$ cat src/rtl/mem_port_arbiter_pkg.sv
// Shared types for the IF/MEM unified-memory port arbiter.
// Holds the sequencer state encoding, the port-owner encoding and the latency ceiling.
package mem_arb_pkg;
   localparam int MEM_LAT_MAX = 15;

   typedef enum logic [1:0] {IDLE, ACCESS, WAIT, RESP} state_t;
   typedef enum logic {OWN_IF, OWN_D} owner_t;
endpackage

$ cat src/rtl/mem_port_arbiter_if.sv
// Bundles the fetch, data and memory-side signals of the port arbiter.
// slave is the arbiter's view; master is the view of the pipeline plus memory model.
interface mem_port_arbiter_if #(
   parameter int AW = 32,
   parameter int DW = 32
);
   logic          if_req;
   logic [AW-1:0] if_addr;
   logic [DW-1:0] if_rdata;
   logic          if_ready;
   logic          if_stall;
   logic          d_req;
   logic          d_we;
   logic [AW-1:0] d_addr;
   logic [DW-1:0] d_wdata;
   logic [DW-1:0] d_rdata;
   logic          d_ready;
   logic          d_stall;
   logic          mem_en;
   logic          mem_we;
   logic [AW-1:0] mem_addr;
   logic [DW-1:0] mem_wdata;
   logic [DW-1:0] mem_rdata;

   modport slave (
      input  if_req, if_addr, d_req, d_we, d_addr, d_wdata, mem_rdata,
      output if_rdata, if_ready, if_stall, d_rdata, d_ready, d_stall,
      output mem_en, mem_we, mem_addr, mem_wdata
   );

   modport master (
      output if_req, if_addr, d_req, d_we, d_addr, d_wdata, mem_rdata,
      input  if_rdata, if_ready, if_stall, d_rdata, d_ready, d_stall,
      input  mem_en, mem_we, mem_addr, mem_wdata
   );
endinterface

$ cat src/rtl/mem_port_arbiter.sv
// Shares one fixed-latency memory between fetch and data ports, alternating priority on contention.
// Request-to-ready is MEM_LAT+2 cycles; the losing side stalls until the winner's ready pulse retires.
module mem_port_arbiter
   import mem_arb_pkg::*;
#(
   parameter int MEM_LAT = 2,
   parameter int AW      = 32,
   parameter int DW      = 32
) (
   input  logic                clk,
   input  logic                reset,
   mem_port_arbiter_if.slave   bus
);
   localparam int CW = $clog2(MEM_LAT + 1);

   if (MEM_LAT < 1 || MEM_LAT > MEM_LAT_MAX) begin : g_bad_lat
      $error("mem_port_arbiter: MEM_LAT out of range");
   end

   state_t        state, state_nxt;
   owner_t        owner, last_grant, grant_owner;
   logic          grant;
   logic          done;
   logic [CW-1:0] cnt;
   logic          we_q;
   logic [AW-1:0] addr_q;
   logic [DW-1:0] wdata_q;
   logic [DW-1:0] if_rdata_q, d_rdata_q;
   logic          if_ready_q, d_ready_q;

   assign done = (state == WAIT) && (cnt == '0);

   // D wins a tie unless it was the last side served
   always_comb begin
      state_nxt   = state;
      grant       = 1'b0;
      grant_owner = OWN_IF;
      case (state)
         IDLE: begin
            if (bus.d_req && (!bus.if_req || last_grant == OWN_IF)) begin
               grant       = 1'b1;
               grant_owner = OWN_D;
               state_nxt   = ACCESS;
            end else if (bus.if_req) begin
               grant       = 1'b1;
               state_nxt   = ACCESS;
            end
         end
         ACCESS:  state_nxt = WAIT;
         WAIT:    if (cnt == '0) state_nxt = RESP;
         RESP:    state_nxt = IDLE;
         default: state_nxt = IDLE;
      endcase
   end

   always_ff @(posedge clk) begin
      if (reset) begin
         state      <= IDLE;
         owner      <= OWN_IF;
         last_grant <= OWN_IF;
         cnt        <= '0;
         we_q       <= 1'b0;
         addr_q     <= '0;
         wdata_q    <= '0;
         if_rdata_q <= '0;
         d_rdata_q  <= '0;
         if_ready_q <= 1'b0;
         d_ready_q  <= 1'b0;
      end else begin
         state      <= state_nxt;
         if_ready_q <= done && (owner == OWN_IF);
         d_ready_q  <= done && (owner == OWN_D);
         if (grant) begin
            owner <= grant_owner;
            if (grant_owner == OWN_D) begin
               addr_q  <= bus.d_addr;
               we_q    <= bus.d_we;
               wdata_q <= bus.d_wdata;
            end else begin
               addr_q  <= bus.if_addr;
               we_q    <= 1'b0;
               wdata_q <= '0;
            end
         end
         if (state == ACCESS)
            cnt <= CW'(MEM_LAT - 1);
         else if (state == WAIT && cnt != '0)
            cnt <= cnt - 1'b1;
         // stores leave the load-data register untouched
         if (done) begin
            if (owner == OWN_IF)
               if_rdata_q <= bus.mem_rdata;
            else if (!we_q)
               d_rdata_q <= bus.mem_rdata;
         end
         if (state == RESP)
            last_grant <= owner;
      end
   end

   assign bus.mem_en    = (state == ACCESS);
   assign bus.mem_we    = we_q && (state == ACCESS);
   assign bus.mem_addr  = addr_q;
   assign bus.mem_wdata = wdata_q;
   assign bus.if_rdata  = if_rdata_q;
   assign bus.if_ready  = if_ready_q;
   assign bus.if_stall  = bus.if_req & ~if_ready_q;
   assign bus.d_rdata   = d_rdata_q;
   assign bus.d_ready   = d_ready_q;
   assign bus.d_stall   = bus.d_req & ~d_ready_q;
endmodule

$ cat src/flat_wrapper.sv
// flat-port wrapper written by rule: the top's interface ports become plain ports
module mem_port_arbiter_flat import mem_arb_pkg::*;
#(
   parameter int MEM_LAT = 2,
   parameter int AW      = 32,
   parameter int DW      = 32
)
  (clk, reset, bus_if_req, bus_if_addr, bus_d_req, bus_d_we, bus_d_addr, bus_d_wdata, bus_mem_rdata, bus_if_rdata, bus_if_ready, bus_if_stall, bus_d_rdata, bus_d_ready, bus_d_stall, bus_mem_en, bus_mem_we, bus_mem_addr, bus_mem_wdata);
  mem_port_arbiter_if #(.AW(AW), .DW(DW)) bus_i ();
  input  logic clk;
  input  logic reset;
  input wire logic [$bits(bus_i.if_req)-1:0] bus_if_req;
  input wire logic [$bits(bus_i.if_addr)-1:0] bus_if_addr;
  input wire logic [$bits(bus_i.d_req)-1:0] bus_d_req;
  input wire logic [$bits(bus_i.d_we)-1:0] bus_d_we;
  input wire logic [$bits(bus_i.d_addr)-1:0] bus_d_addr;
  input wire logic [$bits(bus_i.d_wdata)-1:0] bus_d_wdata;
  input wire logic [$bits(bus_i.mem_rdata)-1:0] bus_mem_rdata;
  output wire logic [$bits(bus_i.if_rdata)-1:0] bus_if_rdata;
  output wire logic [$bits(bus_i.if_ready)-1:0] bus_if_ready;
  output wire logic [$bits(bus_i.if_stall)-1:0] bus_if_stall;
  output wire logic [$bits(bus_i.d_rdata)-1:0] bus_d_rdata;
  output wire logic [$bits(bus_i.d_ready)-1:0] bus_d_ready;
  output wire logic [$bits(bus_i.d_stall)-1:0] bus_d_stall;
  output wire logic [$bits(bus_i.mem_en)-1:0] bus_mem_en;
  output wire logic [$bits(bus_i.mem_we)-1:0] bus_mem_we;
  output wire logic [$bits(bus_i.mem_addr)-1:0] bus_mem_addr;
  output wire logic [$bits(bus_i.mem_wdata)-1:0] bus_mem_wdata;
  assign bus_i.if_req = bus_if_req;
  assign bus_i.if_addr = bus_if_addr;
  assign bus_i.d_req = bus_d_req;
  assign bus_i.d_we = bus_d_we;
  assign bus_i.d_addr = bus_d_addr;
  assign bus_i.d_wdata = bus_d_wdata;
  assign bus_i.mem_rdata = bus_mem_rdata;
  assign bus_if_rdata = bus_i.if_rdata;
  assign bus_if_ready = bus_i.if_ready;
  assign bus_if_stall = bus_i.if_stall;
  assign bus_d_rdata = bus_i.d_rdata;
  assign bus_d_ready = bus_i.d_ready;
  assign bus_d_stall = bus_i.d_stall;
  assign bus_mem_en = bus_i.mem_en;
  assign bus_mem_we = bus_i.mem_we;
  assign bus_mem_addr = bus_i.mem_addr;
  assign bus_mem_wdata = bus_i.mem_wdata;
  mem_port_arbiter #(.MEM_LAT(MEM_LAT), .AW(AW), .DW(DW)) u_core (.clk(clk), .reset(reset), .bus(bus_i));
endmodule
$ cat config.mk
export PLATFORM = sky130hd
export DESIGN_NAME = mem_port_arbiter_flat
export DESIGN_NICKNAME = d
export VERILOG_FILES = /design/src/rtl/mem_port_arbiter_pkg.sv /design/src/rtl/mem_port_arbiter_if.sv /design/src/rtl/mem_port_arbiter.sv /design/src/flat_wrapper.sv
export SDC_FILE = /design/constraint.sdc
export NUM_CORES = 1
export LEC_CHECK = 0
export ABC_AREA = 1
export CAP_MARGIN = 20
export CORE_ASPECT_RATIO = 0.5
export CORE_UTILIZATION = 41
export DETAILED_ROUTE_END_ITERATION = 16
export PLACE_DENSITY_LB_ADDON = 0.1
export SYNTH_ARGS = -nofsm -noshare
export SYNTH_HDL_FRONTEND = slang
export SYNTH_SLANG_ARGS = --single-unit
$ cat constraint.sdc
create_clock -name clk -period 1.7 [get_ports clk]
set_input_delay 0.425 -clock clk [delete_from_list [all_inputs] [get_ports clk]]
set_output_delay 0.425 -clock clk [all_outputs]
set_load 0.1 [all_outputs]
# Word level (Yosys, flattened, before mapping)
# Index checks and enable logic that the tools add are counted.
[word_totals] out_inout_bits=134 wordCells=55 register_bits=137
[op_classes] reduce_logical=16 n_mux=14 add_sub_neg=1 n_bitwise=7 n_eq_ne=5
[ops] op="2-to-1 mux 32 bit" count=2
[ops] op="2-to-1 mux 1 bit" count=8
[ops] op="case mux 2 bit (4 select lines)" count=1
[ops] op="logical AND 1 bit" count=6
[ops] op="2-to-1 mux 2 bit" count=3
[ops] op="inverter 1 bit" count=5
[ops] op="== test 2 bit, second input constant" count=2
[ops] op="logical NOT 2 bit" count=2
[ops] op="AND reduction 2 bit" count=2
[ops] op="nonzero test 2 bit" count=2
[ops] op="!= test 3 x 2 -> 1 bit, second input constant" count=1
[ops] op="AND reduction 3 bit" count=1
[ops] op="bitwise AND 1 bit" count=2
[ops] op="== test 2 x 1 -> 1 bit, second input constant" count=1
[ops] op="!= test 2 bit, second input constant" count=1
[ops] op="OR reduction 2 bit" count=1
[ops] op="subtractor 2 x 1 -> 2 bit, second input constant" count=1
[ops] op="logical NOT 1 bit" count=1
[ops] op="logical OR 1 bit" count=1

# Longest topological paths before layout
# Gate-level depths: netlist of the first run.
[depth] word_depth=6 ltp_mapped=9

# Worst setup path before layout of the first run
# Ideal clock, no wire load.
[synth_timing] path_kind="input to output" from="in bus_d_req" to="out bus_d_stall" path_stages=4 setup_slack_ps=-901 arrival_ps=2176 cell_sequence="buf_2 -> buf_1 -> inv_1 -> nor2_1"
[synth_via] elab_chain_len=1
[synth_rtl] item="from (decl)" line_no="flat_wrapper.sv:14" source="input wire logic [$bits(bus_i.d_req)-1:0] bus_d_req;"
[synth_rtl] item="bitwise AND 1 bit" line_no="mem_port_arbiter.sv:110" source="assign bus.d_stall = bus.d_req & ~d_ready_q;"
[synth_rtl] item="to (decl)" line_no="flat_wrapper.sv:24" source="output wire logic [$bits(bus_i.d_stall)-1:0] bus_d_stall;"
# No other way between the ends.

# Worst setup path after layout of the first run
[layout_timing] from="reg u_core.state[1]" to="out bus_mem_we"
[layout_via] elab_chain_len=2
[layout_rtl] item="from (decl)" line_no="mem_port_arbiter.sv:20" source="state_t state, state_nxt;"
[layout_rtl] item="from (signal assigned)" line_no="mem_port_arbiter.sv:70" source="state <= state_nxt;"
[layout_rtl] item="== test 2 x 1 -> 1 bit" line_no="mem_port_arbiter.sv:102" source="assign bus.mem_we = we_q && (state == ACCESS);"
[layout_rtl] item="logical AND 1 bit" line_no="mem_port_arbiter.sv:102"
[layout_rtl] item="to (decl)" line_no="flat_wrapper.sv:26" source="output wire logic [$bits(bus_i.mem_we)-1:0] bus_mem_we;"
# No other way between the ends.

==> results of run 1 <==
## cells by family (layout without fill, tap and decap cells)
group	count (synthesis)	after routing	share of synthesized area
AO/OA/AOI/OAI	138	138	0.123
AND/OR/NAND/NOR	379	379	0.280
buffers and inverters	128	403	0.0956
flip-flops	137	137	0.490
adder cells (fa/ha/maj)	5	5	0.0112
## worst min-delay path, cell delays in order (launching register included)
cell and delay, ns:
dfxtp_1 0.30, inv_1 0.08, a21oi_1 0.06
## through the flow
step | setup TNS, ns | total power, uW | instances | worst slack (ns) | util
after floorplan | -0.174 | 11300 | 787 | -0.174 | -
after global placement | -7.13 | 15300 | 1196 | -0.167 | 0.760
after detailed placement | -9.79 | 15400 | 1196 | -0.182 | 0.760
after CTS | -0.0648 | 19300 | 1228 | -0.0648 | 0.808
after global routing | -0.339 | 20000 | 1232 | -0.0605 | 0.811
final | -0.0110 | 19200 | 1232 | -0.0110 | 0.811
## routing by layer
metal	GRT usage	wire length [microns]	share of wire	vias up
met5	0	0	0	-
met4	0.0942	384	0.021	0
met3	0.115	1700	0.094	32
met2	0.461	8760	0.49	190
met1	0.278	7200	0.40	2669
li1	-	-	-	2959
## worst paths after layout
check / start / endpoint / depth (start not counted)
setup / recovery: u_core.state[1] / bus_mem_we / 5
hold / removal: u_core.cnt[1] / u_core.cnt[1] / 2
setup reg to reg: u_core.state[0] / u_core.bus.d_rdata[15] / 8
hold reg to reg: u_core.cnt[1] / u_core.cnt[1] / 2
## where the power goes
group | internal [uW] | total (uW) | leakage (uW) | switching [uW]
clock | 2330 | 3790 | 0.000285 | 1470
combinational | 3770 | 10800 | 0.00312 | 7000
sequential | 3940 | 4670 | 0.00112 | 729
## cells in the mapped netlist (all sizes together)
cell      n
a21oi    72
buf      26
clkbuf   23
clkinv    1
dfxtp   137
ha        5
inv      78
nand2   176
nand3     2
nand3b   32
nor2    168
nor3      1
o21ai    66
## state kept, by name, summed over array words and instances (netlist names)
register              count
u_core.bus.d_rdata       32
u_core.bus.d_ready        1
u_core.bus.if_rdata      32
u_core.bus.if_ready       1
u_core.bus.mem_addr      32
u_core.bus.mem_wdata     32
u_core.cnt                2
u_core.last_grant         1
u_core.owner              1
u_core.state              2
u_core.we_q               1
## timing repair
item	in CTS	in global routing
setup buffers	0	4
endpoints found under the setup margin	20	29
hold endpoints to repair	0	0
pin swaps	1	0
gates resized for setup	10	4
## layout make-up
| type | count | area (sq um) |
|---|---|---|
| multi-input combinational | 522 | 2360 |
| inverter | 79 | 305 |
| fill | 819 | 2450 |
| timing repair buffer | 292 | 4300 |
| clock inverter | 13 | 170 |
| tap | 170 | 213 |
| clock buffer | 19 | 433 |
| sequential | 137 | 2750 |
==> key figures, run 1 <==
Status
  – Status: finished with violations
  – Failing checks: setup timing

Routing
  – Router iterations before antenna repair: 4
  – Vias post-DR: 5850
  – Drt via density: 4.75
  – DRT antenna net count: 0
  – Drt wl/cell: 14.6 microns
  – Drt drc: 0
  – 1st-iter DRT viols: 362
  – DRT Wirelength: 18000 microns

Layout
  – Share of cells above drive strength 1: 0.199
  – Syn-to-layout area delta: 88.1%
  – Commonest non-fill, non-tap cell in the layout: nand2_1
  – Post-Layout Inst Area: 10500 sq um
  – Most frequent cells in the layout: nand2_1 (170), nor2_1 (165), buf_12 (142)
  – Final net count: 1187
  – Diodes inserted: 0

Yosys
  – Post-Syn Instances: 787
  – Mapped Nets: 925
  – Synth Register Bits: 137
  – Mapped Area: 5600 sq um
  – Synthesized area per cell: 7.12 sq um
  – Post-synth top area share: 0.490
  – Synth warn: 0
  – Cell variety after synth: 22
  – Sequential share of the synthesized area: 0.490
  – Leading area contributor after synthesis: dfxtp_1
  – Synth area leaders: dfxtp_1 (49%), nand2_1 (12%), nor2_1 (11%)

Die
  – Initial core utilization: 0.431
  – Die Span X: 167 microns
  – # IOs: 267
  – Core area: 13000 sq um
  – FP Rows: 29
  – Die span in y: 84.6 microns
  – Die ar.: 14200 sq um

GRT
  – Pin count of the biggest net entering global routing: 53
  – Vias in the first global route: 5888
  – Grt total ovfl: 0
  – Total track usage: 0.261
  – First-pass GRT wire length: 29100 microns
  – Antenna violations before repair: 0

Run
  – Max_cap viols: 0

Placement
  – PortBufs: 266
  – Placement Cell Area: 9880 sq um
  – GPL Wtd Cong: 0.797
  – HPWL after DPL: 12600 microns

Timing
  – Hold Slack: 0.487 ns
  – Final cycle utilization of the critical path: 1.01
  – Relative slew slack: 0.744
  – Setup ws final: -0.0110 ns
  – Endpoints failing hold: 0
  – Unrepaired setup endpoints after global routing: yes
  – FMAX: 584 MHz
  – Crit path time final: 1.71 ns
  – Pins Over Slew Limit: 0
  – Clock Skew: 0.00969 ns
  – Worst slew pin tran: 0.383 ns
  – Final setup vio count: 1

Setup path
  – Largest stage delay, worst path: 0.33 ns
  – Crit end category: output pin
  – Crit path max fanout: 3
  – Reg2Reg Setup Slack: 0.07 ns
  – Kind of critical path: reg2out
  – Crit path buf inv count: 3
  – Slowest CP cell: dfxtp_2
  – Worst path required time: 1.27 ns
  – CP Data Arrival Time: 1.29 ns
  – Worst-path cell chain: inv_2, ha_4, nand2_4, clkinvlp_4, buf_12
  – Crit-path leading delay family: flip-flops
  – CP Launch Type: flop

Power
  – PD cells: 1820 nW/um^2
  – Leakage dissipation: 0.00453 uW
  – Worst IR Drop VDD: 1.06 mV

Clocking
  – Hold buffer count at CTS: 0
  – H-tree depth: 4
  – Buffer type at the clock tree root: clkbuf_16
  – Clock sinks: 137
  – TritonCTS buffer count: 17
  – Clk Latency, worst-skew pair: 0.42 ns
  – Max Buffers Root-to-Sink: 2
  – CTS tree: yes
  – Clock transition at path regs: 0.05 ns

Hold path
  – Hold WC Path Type: reg2reg
Power figures use the tool's default switching activity.
==> inputs of run 2 (changes only) <==
--- a/config.mk
+++ b/config.mk
@@ -6,11 +6,13 @@
 export NUM_CORES = 1
 export LEC_CHECK = 0
 export ABC_AREA = 1
+export ABC_CLOCK_PERIOD_IN_PS = 1700
 export CAP_MARGIN = 20
 export CORE_ASPECT_RATIO = 0.5
 export CORE_UTILIZATION = 41
 export DETAILED_ROUTE_END_ITERATION = 16
 export PLACE_DENSITY_LB_ADDON = 0.1
+export SLEW_MARGIN = 10
 export SYNTH_ARGS = -nofsm -noshare
 export SYNTH_HDL_FRONTEND = slang
 export SYNTH_SLANG_ARGS = --single-unit
==> results of run 2 <==
Same layout as run 1: the final DEF is identical, and so are final timing and power.
==> inputs of run 3 (changes only) <==
==> constraint.sdc (replaced) <==
create_clock -name clk -period 1.7 [get_ports clk]
set_input_delay 0.425 -clock clk [delete_from_list [all_inputs] [get_ports clk]]
set_output_delay 0.425 -clock clk [all_outputs]
set_load 0.02 [all_outputs]
==> run 3 against run 2 <==
The flow now finishes without violations. Cell area down 15%. Sequential share of layout area up 4.5 points. Core utilization down 12 points. First-iteration DRC count down 23%. Routed wire length down 5.7%. Combinational power down 56%. Critical path depth unchanged. Count of clock-buffer cells in the layout down 1. Critical endpoint unchanged. Highest routed layer unchanged.
==> key figures, run 3 (synthesis gave the netlist of run 1 again) <==
Die
  – Core area: 13000 sq um (unchanged)
  – FP Rows: 29 (unchanged)
  – Die Span X: 167 microns (unchanged)
  – # IOs: 267 (unchanged)
  – Die ar.: 14200 sq um (unchanged)
  – Initial core utilization: 0.431 (unchanged)
  – Die span in y: 84.6 microns (unchanged)

Clocking
  – Clock sinks: 137 (unchanged)
  – CTS tree: yes
  – Clk Latency, worst-skew pair: 0.42 ns (about the same)
  – Clock transition at path regs: 0.06 ns (about the same)
  – H-tree depth: 4 (unchanged)
  – Post-CTS setup buffer count: 0 (unchanged)
  – TritonCTS buffer count: 17 (unchanged)
  – Max Buffers Root-to-Sink: 2 (unchanged)
  – Buffer type at the clock tree root: clkbuf_16

Layout
  – Fin util: 0.690 (-0.121)
  – Syn-to-layout area delta: 60.1%
  – Commonest non-fill, non-tap cell in the layout: nand2_1
  – Share of cells above drive strength 1: 0.0688 (-0.130)
  – Final net count: 1186 (-0.084%)
  – Most frequent cells in the layout: nand2_1 (171), nor2_1 (167), dfxtp_1 (136)
  – Diodes inserted: 0 (unchanged)

Setup path
  – Kind of critical path: reg2out
  – CP Launch Type: flop
  – Crit path launch: u_core.state[1]
  – Reg2reg end: u_core.bus.d_rdata[25]
  – Crit path max fanout: 3 (unchanged)
  – CP Data Arrival Time: 1.21 ns (-0.08 ns)
  – Reg2Reg Setup Slack: 0.10 ns (+0.03 ns)
  – Worst path required time: 1.27 ns (about the same)
  – Worst setup path end: bus_mem_we
  – Worst Reg-to-Reg Cells: 8 (unchanged)
  – R2r startpoint: u_core.state[1]
  – Crit end category: output pin

Power
  – Leakage dissipation: 0.00440 uW (-2.7%)
  – PD cells: 1430 nW/um^2 (-21%)
  – Worst IR Drop VDD: 0.753 mV (-29%)

Timing
  – Pins Over Slew Limit: 0 (unchanged)
  – Unrepaired setup endpoints after global routing: no
  – FMAX: 611 MHz (+4.6%)
  – Clock Skew: 0.0146 ns (+0.00491 ns)
  – Final setup vio count: 0 (-1)
  – Endpoints failing hold: 0 (unchanged)
  – Worst slew pin tran: 0.374 ns (-0.00945 ns)
  – Relative slew slack: 0.751 (+0.00630)
  – Crit path time final: 1.64 ns (-0.0748 ns)
  – Hold Slack: 0.458 ns (-0.0288 ns)
  – Final cycle utilization of the critical path: 0.962 (-0.0440)
  – Fin Setup TNS: 0 ns (+0.0110 ns)

GRT
  – Total track usage: 0.245 (-0.0158)
  – First-pass GRT wire length: 27500 microns (-5.5%)
  – Antenna violations before repair: 0 (unchanged)
  – Pin count of the biggest net entering global routing: 44 (-17%)
  – Grt total ovfl: 0 (unchanged)
  – Vias in the first global route: 5532 (-6.0%)

Placement
  – HPWL after DPL: 11700 microns (-7.4%)
  – GPL Wtd Cong: 0.771 (-3.4%)
  – PortBufs: 266 (unchanged)

Hold path
  – Hold path cells: 2 (unchanged)
  – Hold WC Path Type: reg2reg

Routing
  – Drt wl/cell: 13.8 microns (-5.6%)
  – Router iterations before antenna repair: 6 (+2)
  – DRT antenna net count: 0 (unchanged)
  – Drt drc: 0 (unchanged)
  – Drt via density: 4.65 (-2.0%)
  – DRT Wirelength: 17000 microns (-5.7%)
  – Vias post-DR: 5729 (-2.1%)
  – 1st-iter DRT viols: 278 (-23%)

Run
  – Max_cap viols: 0 (unchanged)

Status
  – Status: finished clean
-- run 3: cell count changes in the layout (fill, tap and decap cells not counted), moves of 3 or more --
cell	previous run	this run
nor2_4	3	0
buf_12	142	6
dlygate4sd2_1	2	130
inv_1	72	75
buf_2	0	3
-- run 3: routing by layer --
| layer | routed length (microns) | share of wire | global-route usage | vias up |
|---|---|---|---|---|
| met2 | 7880 | 0.46 | 0.421 | 195 |
| met4 | 357 | 0.021 | 0.0876 | 0 |
| met5 | 0 | 0 | 0 | - |
| met1 | 7200 | 0.42 | 0.276 | 2545 |
| li1 | - | - | - | 2959 |
| met3 | 1580 | 0.093 | 0.100 | 30 |
-- run 3: timing repair --
item	CTS	global route
endpoints found under the setup margin	138	102
hold buffers	0	0
resized for setup	148	11
-- run 3: through the flow --
step	worst slack, ns	power, uW	instances	cell area [sq um]
6_report	0.0639	12900	1231	8970
4_1_cts	0.00665	12900	1231	8940
5_1_grt	0.00501	13700	1231	8970
2_1_floorplan	0.0691	7210	787	5600
3_5_place_dp	-0.367	9520	1199	8500
3_3_place_gp	-0.368	9440	1199	8500
-- run 3: worst min path at each step --
stage	endpoint	slack (ns)	start
floorplan	u_core.cnt[1]	0.43	u_core.cnt[1]
global placement	u_core.cnt[1]	0.44	u_core.cnt[1]
detailed placement	u_core.bus.mem_wdata[8]	0.45	u_core.bus.mem_wdata[8]
CTS	u_core.bus.mem_wdata[24]	0.46	u_core.bus.mem_wdata[24]
global route	u_core.bus.mem_wdata[10]	0.48	u_core.bus.mem_wdata[10]
finish	u_core.bus.mem_wdata[24]	0.46	u_core.bus.mem_wdata[24]
-- run 3: worst max-delay path, cell delays in order (launching register included) --
cell,delay (ns)
dfxtp_1,0.31
inv_1,0.07
ha_2,0.19
nand2_1,0.05
inv_1,0.05
buf_4,0.13
-- run 3: power breakdown --
group	internal [uW]	switching, uW	total (uW)
sequential	3930	334	4260
clock	2340	1520	3860
combinational	1870	2850	4730
total	8140	4710	12900
-- run 3: layout make-up --
| class | instances | area, sq um |
|---|---|---|
| clock inverter | 14 | 185 |
| inverter | 79 | 304 |
| clock buffer | 18 | 429 |
| timing repair buffer | 291 | 2760 |
| multi-input combinational | 522 | 2330 |
| sequential | 137 | 2740 |
| tap | 170 | 213 |
| fill | 1138 | 4020 |
